[src/rtl/rr_arb8_dec_if.sv]
// Request/grant bundle between the requesting units and the 8-way round-robin arbiter.
// Requesters use the master modport; the arbiter uses the slave modport.
interface rr_arb8_dec_if;
  logic [7:0] req;
  logic       rel;
  logic [7:0] gnt;
  logic [2:0] gnt_idx;
  logic       gnt_vld;
  logic       tmo;

  modport master (
    output req,
    output rel,
    input  gnt,
    input  gnt_idx,
    input  gnt_vld,
    input  tmo
  );

  modport slave (
    input  req,
    input  rel,
    output gnt,
    output gnt_idx,
    output gnt_vld,
    output tmo
  );
endinterface

[src/rtl/rr_arb8_dec.sv]
// 8-way round-robin arbiter with a registered 3-bit winner index, one-hot decoded grant,
// hold timeout and a mandatory dead cycle between grants.
module rr_arb8_dec #(
  parameter int MAX_HOLD = 16,
  parameter int CW       = 8
) (
  input  logic                clk,
  input  logic                rst,
  rr_arb8_dec_if.slave        bus
);

  typedef enum logic [1:0] {
    IDLE = 2'd0,
    BUSY = 2'd1,
    GAP  = 2'd2
  } state_t;

  state_t        state, state_n;
  logic [2:0]    ptr, ptr_n;
  logic [2:0]    idx, idx_n;
  logic [CW-1:0] hold_cnt, hold_cnt_n;
  logic [7:0]    gnt_q, gnt_n;
  logic          vld_q, vld_n;
  logic          tmo_q, tmo_n;

  logic [2:0]    winner;
  logic          hold_done;
  logic          owner_req;

  // Rotating priority scan: the first set request at or after ptr wins.
  always_comb begin
    logic       found;
    logic [2:0] cand;
    winner = ptr;
    found  = 1'b0;
    for (int i = 0; i < 8; i++) begin
      cand = ptr + 3'(i);
      if (!found && bus.req[cand]) begin
        winner = cand;
        found  = 1'b1;
      end
    end
  end

  assign hold_done = (hold_cnt == CW'(MAX_HOLD - 1));
  assign owner_req = bus.req[idx];

  always_comb begin
    state_n    = state;
    ptr_n      = ptr;
    idx_n      = idx;
    hold_cnt_n = hold_cnt;
    tmo_n      = 1'b0;
    case (state)
      IDLE: begin
        if (bus.req != 8'h00) begin
          idx_n      = winner;
          hold_cnt_n = '0;
          state_n    = BUSY;
        end
      end
      BUSY: begin
        hold_cnt_n = hold_cnt + 1'b1;
        if (bus.rel || !owner_req || hold_done) begin
          state_n = GAP;
          ptr_n   = idx + 3'd1;
          // Timeout is only flagged when neither an explicit nor an implicit release beat it.
          tmo_n   = !bus.rel && owner_req && hold_done;
        end
      end
      GAP: begin
        state_n = IDLE;
      end
      default: begin
        state_n = IDLE;
      end
    endcase
    vld_n = (state_n == BUSY);
    gnt_n = vld_n ? (8'h01 << idx_n) : 8'h00;
  end

  always_ff @(posedge clk) begin
    if (rst) begin
      state    <= IDLE;
      ptr      <= 3'd0;
      idx      <= 3'd0;
      hold_cnt <= '0;
      gnt_q    <= 8'h00;
      vld_q    <= 1'b0;
      tmo_q    <= 1'b0;
    end else begin
      state    <= state_n;
      ptr      <= ptr_n;
      idx      <= idx_n;
      hold_cnt <= hold_cnt_n;
      gnt_q    <= gnt_n;
      vld_q    <= vld_n;
      tmo_q    <= tmo_n;
    end
  end

  assign bus.gnt     = gnt_q;
  assign bus.gnt_idx = idx;
  assign bus.gnt_vld = vld_q;
  assign bus.tmo     = tmo_q;

endmodule
[src/flat_wrapper.sv]
// flat-port wrapper written by rule: the top's interface ports become plain ports
module rr_arb8_dec_flat 
#(
  parameter int MAX_HOLD = 16,
  parameter int CW       = 8
)
  (clk, rst, bus_req, bus_rel, bus_gnt, bus_gnt_idx, bus_gnt_vld, bus_tmo);
  rr_arb8_dec_if bus_i ();
  input  logic clk;
  input  logic rst;
  input wire logic [$bits(bus_i.req)-1:0] bus_req;
  input wire logic [$bits(bus_i.rel)-1:0] bus_rel;
  output wire logic [$bits(bus_i.gnt)-1:0] bus_gnt;
  output wire logic [$bits(bus_i.gnt_idx)-1:0] bus_gnt_idx;
  output wire logic [$bits(bus_i.gnt_vld)-1:0] bus_gnt_vld;
  output wire logic [$bits(bus_i.tmo)-1:0] bus_tmo;
  assign bus_i.req = bus_req;
  assign bus_i.rel = bus_rel;
  assign bus_gnt = bus_i.gnt;
  assign bus_gnt_idx = bus_i.gnt_idx;
  assign bus_gnt_vld = bus_i.gnt_vld;
  assign bus_tmo = bus_i.tmo;
  rr_arb8_dec #(.MAX_HOLD(MAX_HOLD), .CW(CW)) u_core (.clk(clk), .rst(rst), .bus(bus_i));
endmodule
[config.mk]
export PLATFORM = sky130hd
export DESIGN_NAME = rr_arb8_dec_flat
export DESIGN_NICKNAME = d
export VERILOG_FILES = /design/src/rtl/rr_arb8_dec_if.sv /design/src/rtl/rr_arb8_dec.sv /design/src/flat_wrapper.sv
export SDC_FILE = /design/constraint.sdc
export NUM_CORES = 1
export LEC_CHECK = 0
export BUFFER_PORTS_ARGS = -buffer_cell sky130_fd_sc_hd__clkbuf_2
export CELL_PAD_IN_SITES_DETAIL_PLACEMENT = 0
export CELL_PAD_IN_SITES_GLOBAL_PLACEMENT = 1
export CORE_MARGIN = 1
export CORE_UTILIZATION = 30
export DETAILED_ROUTE_END_ITERATION = 12
export GPL_ROUTABILITY_DRIVEN = 0
export PLACE_DENSITY_LB_ADDON = 0.1
export SLEW_MARGIN = 20
export SYNTH_ARGS = -nofsm -noshare
export SYNTH_HDL_FRONTEND = slang
export SYNTH_SLANG_ARGS = --single-unit
export TNS_END_PERCENT = 50
[constraint.sdc]
create_clock -name clk -period 5 [get_ports clk]
set_input_delay 0.25 -clock clk [delete_from_list [all_inputs] [get_ports clk]]
set_output_delay 0.25 -clock clk [all_outputs]
set_load 0.005 [all_outputs]
### Word-level counts from Yosys, hierarchy flattened

Index checks and enable logic that the tools add are counted.

* bits in writable memories: 0
* logic and storage cells: 99
* input bits: 11
* output and inout bits: 13
* register bits after elaboration: 26
* memories: 0
* bits in read-only memories: 0
* bits in latches: 0

* mux-type cells: 39
* $lt $le $gt $ge: 9
* reductions and logical operators: 27
* add/sub/neg operators: 9
* eq/ne operators: 4
* bitwise operators: 3
* $mul: 0
* divide/modulo/power cells: 0
* shift-type cells: 1

Operators by type and width (number)
* < comparator 3 x 4 -> 1 bit (second input constant): 9
* binary-select mux 1 bit (select 3 bit): 9
* two-way mux 3 bit: 9
* two-way mux 1 bit: 16
* case mux 8 bit (2 select lines): 1
* adder 3 bit (second input constant): 4
* logical AND 1 bit: 9
* zero test 1 bit: 9
* adder 8 x 1 -> 8 bit (second input constant): 1
* == test 8 x 4 -> 1 bit (second input constant): 1
* two-way mux 8 bit: 1
* nonzero test 8 bit: 1
* left shift 1 x 3 -> 8 bit (first input constant): 1
* adder 3 x 1 -> 3 bit (second input constant): 2
* adder 3 x 2 -> 3 bit (second input constant): 2
* == test 2 x 1 -> 1 bit (second input constant): 2
* two-way mux 2 bit: 2
* case mux 2 bit (2 select lines): 1
* AND reduction 2 bit: 2
* NOT 1 bit: 3
* OR reduction 3 bit: 1
* zero test 2 bit: 1
* logical OR 1 bit: 2
* != test 2 x 1 -> 1 bit (second input constant): 1
* other kinds (2): 2

### Longest topological paths before layout

* depth in word-level cells: 27
* depth in mapped cells: 14
* mapped depth without buffers: 10

### Worst setup path before layout

No wires, ideal clock.

* kind: reg-to-reg
* from: reg u_core.ptr[1]
* to: reg u_core.gnt_q[1] (netlist: u_core.bus.gnt[1])
* clock period less this slack: 3.260 ns
* data arrival time: 3.173 ns
* cell stages (with the launch flop): 15
* slack: 1.740 ns
* path through: dfxtp_1 > buf_4 > buf_1 > inv_1 > ha_1 > buf_6 > clkbuf_1 > mux4_2 > mux2i_4 > nand2_1 > nor3b_2 > o21a_1 > o21ai_2 > a22oi_4 > nor4b_2

* word-level cells in the longest chain between the ends: 27

Ends and longest elaborated chain
* start, declared: line rr_arb8_dec.sv:19 `logic [2:0] ptr, ptr_n;`
* start signal, assigned: line rr_arb8_dec.sv:93 `ptr <= ptr_n;`
* parallel branches: the longest is 23 deep, another holds adder 3 x 1 -> 3 bit
* two-way mux 3 bit (*): line rr_arb8_dec.sv:38 `if (!found && bus.req[cand]) begin`
* two-way mux 3 bit (*): line rr_arb8_dec.sv:56 `if (bus.req != 8'h00) begin`
* two-way mux 3 bit (*): line rr_arb8_dec.sv:54 `case (state)`
* left shift 1 x 3 -> 8 bit (*): line rr_arb8_dec.sv:79 `gnt_n = vld_n ? (8'h01 << idx_n) : 8'h00;`
* end signal, assigned: line rr_arb8_dec.sv:96 `gnt_q <= gnt_n;`
* end, declared: line rr_arb8_dec.sv:22 `logic [7:0] gnt_q, gnt_n;`

Mark *: on every way between the ends. The select of a mux whose other input is x is not followed.
A chain may end at the register's enable or synchronous reset.

### Worst setup path after layout

* from: reg u_core.ptr[0]
* to: reg u_core.gnt_q[1] (netlist: u_core.bus.gnt[1])

Same word-level chain as after synthesis.

==> results.yml <==
job:
  maxCapViolCount: 0
hold_path:
  min_from: "bus_rel"
  holdPathStages: 3
  hp-class: "input pin to register"
  hold_end: "u_core.bus.tmo$_SDFF_PP0_"
pwr:
  pwr-share-comb: 0.549
  swShare: 0.4033
  peakVddDrop_mv: 0.2119
  internal-power_w: 0.0005171
  p_seq_frac: 0.296
  p_clk_frac: 0.156
  p_leak_nw: 0.8713
  power_w: 0.0008666
  power.density_mw_per_mm2: 382.5
  p_sw_w: 0.0003495
clock_tree:
  clk_pin_slew_ns: 0.09
  cts_resized: 0
  numCtsBuffers: 3
  postCtsSetupBuffers: 0
  cts_tree: "built"
  cts.hold.buffers_added: 0
  cts_max_level: 1
  clock_sinks: 26
  clk_latency_ns: 0.27
  ctsLongestPathBuffers: 2
  clockRootBuffer: "clkbuf_8"
sta:
  worst_pin_slew_ns: 0.7472
  drv_slew: 0
  final.setup.worst_slack_ns: 1.590
  skew_ns: 0.005400
  max_slew_margin: 0.5012
  fin_setup_tns_ns: 0
  grt_setup_unrepaired: "no"
  fin_crit_sh: 0.6820
  setup_viol: 0
  hold_viol_final: 0
  fin_crit_ns: 3.410
  max_clock_freq_ghz: 0.2933
grt:
  grt_max_degree: 19
  grt_antenna_before_repair: 0
  grt_pass1_wl_um: 8328
  grt_pass1_vias: 1596
  overflow: 0
  grt_usage: 0.1476
setup_path:
  r2r_start: "u_core.ptr[0]$_SDFFE_PP0P_"
  cp.arrival_ns: 3.60
  reg2reg_depth: 10
  reg2reg_slack_ns: 1.59
  worst_path_max_delay_cell: "ha_1"
  start_kind: "register"
  worst_setup_path_end_kind: "register"
  crit_fanout: 15
  reg2reg_to: "u_core.bus.gnt[1]$_SDFF_PP0_"
  crit_type: "register to register"
  crit_path_max_incr_delay_ns: 0.69
  worstPathCellList: "inv_2, ha_1, mux2i_1, mux4_2, a22o_4, a221o_1, a2bb2oi_2, o21ai_2, a22oi_4, nor4b_2"
  crit_start: "u_core.ptr[0]$_SDFFE_PP0P_"
  required_ns: 5.19
routing:
  firstDrtPassIters: 8
  drt_iter0_drc: 56
  avgViaCountPerCell: 5.613
  drc: 3
  drtAntennaViolNets: 0
  avgRoutedWirePerCell_um: 17.04
  num_vias: 1712
  wirelength_um: 5197
synth:
  async_reset_ff_frac: 0
  ys.flop_type: "dfxtp_1"
  yosysUniqueCellTypes: 56
  yosys_warnings: 0
  syn_inst: 210
  synth.net_count: 225
  netlist_area_mm2: 0.002041
  yosysSeqAreaShare: 0.2551
  ys_ff_latch: 26
  synth_edf_count: 0
  avgSynthCellArea_um2: 9.718
placement:
  dp_hpwl_um: 3918
  place.port_buffers: 23
  place_ws_ns: 1.613
layout:
  drive_above_1_share: 0.2895
  nets: 244
  area_growth_pct: 11.04
  num_antenna_cells: 0
  fillCellCount: 687
floorplanning:
  initial_core_util: 0.3160
  io_pins: 24
  fp.dieW_um: 84.48
  coreArea_mm2: 0.006459
  fp-row-count: 29
  die_area_mm2: 0.007136
  die_h_um: 84.48
run_status:
  status: "complete, but fails checks"
  violations: "DRC"
-- kinds of logic (layout without fill, tap and decap cells) --
family / count (synthesis) / in the layout / share of synthesized area
buffers and inverters: 18 / 36 / 0.04230
and+or+nand+nor: 77 / 77 / 0.2201
adders and majority gates: 4 / 4 / 0.02453
DFF: 26 / 26 / 0.2551
muxes: 33 / 33 / 0.2520
AOI/OAI and AO/OA: 47 / 47 / 0.1809
xor gates and xnor gates: 5 / 5 / 0.02514
-- area by class of cell --
| cell class | count | area [um2] | share of cell area |
|---|---|---|---|
| well taps | 77 | 96.34 | 0.04252 |
| repair buffers | 26 | 137.6 | 0.06074 |
| clock buffers | 4 | 55.05 | 0.02430 |
| inverters | 6 | 22.52 | 0.009939 |
| multi-input cells | 166 | 1434 | 0.6328 |
| flip-flops and latches | 26 | 520.5 | 0.2297 |
-- placed cells by master, fill, tap and decap left out, types with 5 or more instances in the layout --
| cell type | Yosys | layout |
|---|---|---|
| mux4_2 | 13 | 13 |
| mux2_2 | 7 | 7 |
| inv_1 | 5 | 5 |
| dfxtp_1 | 26 | 26 |
| clkbuf_2 | 0 | 23 |
| nand2_1 | 14 | 14 |
| o21ai_0 | 9 | 9 |
| a21oi_1 | 10 | 10 |
| mux2i_1 | 12 | 12 |
| nor2b_1 | 5 | 5 |
| nor2_1 | 19 | 19 |
| nand2b_1 | 5 | 5 |
-- how the worst max path moves through the flow --
stage	to	slack, ns	cells past startpoint
global route	u_core.bus.gnt[1]$_SDFF_PP0_	1.43	10
floorplan	u_core.bus.gnt[1]$_SDFF_PP0_	1.74	14
finish	u_core.bus.gnt[1]$_SDFF_PP0_	1.59	10
detailed placement	u_core.bus.gnt[1]$_SDFF_PP0_	1.61	10
global placement	u_core.bus.gnt[1]$_SDFF_PP0_	1.61	10
CTS	u_core.bus.gnt[1]$_SDFF_PP0_	1.59	10
-- power by group through the flow --
stage               Clock [W]  Sequential [W]  Combinational [W]
finish               0.000135        0.000256           0.000475
global route         0.000153        0.000260           0.000516
CTS                  0.000144        0.000258           0.000479
detailed placement          0        0.000263           0.000475
global placement            0        0.000263           0.000484
floorplan                   0        0.000255           0.000376
-- registers in the layout, summed over array words and instances, names as in the netlist --
| name | flops |
|---|---|
| u_core.bus.gnt | 8 |
| u_core.hold_cnt | 8 |
| u_core.bus.gnt_idx | 3 |
| u_core.ptr | 3 |
| u_core.state | 2 |
| u_core.bus.gnt_vld | 1 |
| u_core.bus.tmo | 1 |
-- per-stage QoR --
stage	instance area [um2]	util	hold slack, ns	std cells
2_1_floorplan	2041	-	0.4519	210
3_3_place_gp	2211	0.3423	0.4760	301
3_5_place_dp	2211	0.3423	0.4807	301
4_1_cts	2266	0.3508	0.2658	305
5_1_grt	2266	0.3508	0.2781	305
6_report	2266	0.3508	0.2744	305
-- Yosys cell counts, types with 3 or more instances --
| library cell | n | area [um2] |
|---|---|---|
| dfxtp_1 | 26 | 520.5 |
| nor2_1 | 19 | 71.32 |
| nand2_1 | 14 | 52.55 |
| mux4_2 | 13 | 292.8 |
| mux2i_1 | 12 | 120.1 |
| a21oi_1 | 10 | 50.05 |
| o21ai_0 | 9 | 45.04 |
| mux2_2 | 7 | 78.83 |
| clkbuf_1 | 6 | 22.52 |
| inv_1 | 5 | 18.77 |
| nand2b_1 | 5 | 31.28 |
| nor2b_1 | 5 | 31.28 |
| and3_1 | 4 | 25.02 |
| ha_1 | 4 | 50.05 |
| nand3_1 | 4 | 20.02 |
| nand4_1 | 4 | 25.02 |
| nor4_1 | 4 | 25.02 |
| a22oi_1 | 3 | 22.52 |
| buf_4 | 3 | 22.52 |
| nand3b_1 | 3 | 22.52 |
| nor4b_2 | 3 | 45.04 |
| or2_2 | 3 | 18.77 |
-- critical path, delay by kind of cell (launching register included) --
family                     cells  cell delay [ns]
adders and majority gates      1             0.69
buffers and inverters          1             0.10
AOI/OAI and AO/OA              5             1.16
and+or+nand+nor                1             0.24
DFF                            1             0.36
muxes                          2             0.78
-- layer usage --
metal	global-route usage	vias up	part of all wire
met5	0	-	0
met4	0.06009	0	0.025
met3	0.009833	8	0.020
met2	0.2534	31	0.48
met1	0.1938	825	0.47
li1	-	848	-
(Power assumes the default switching activity.)
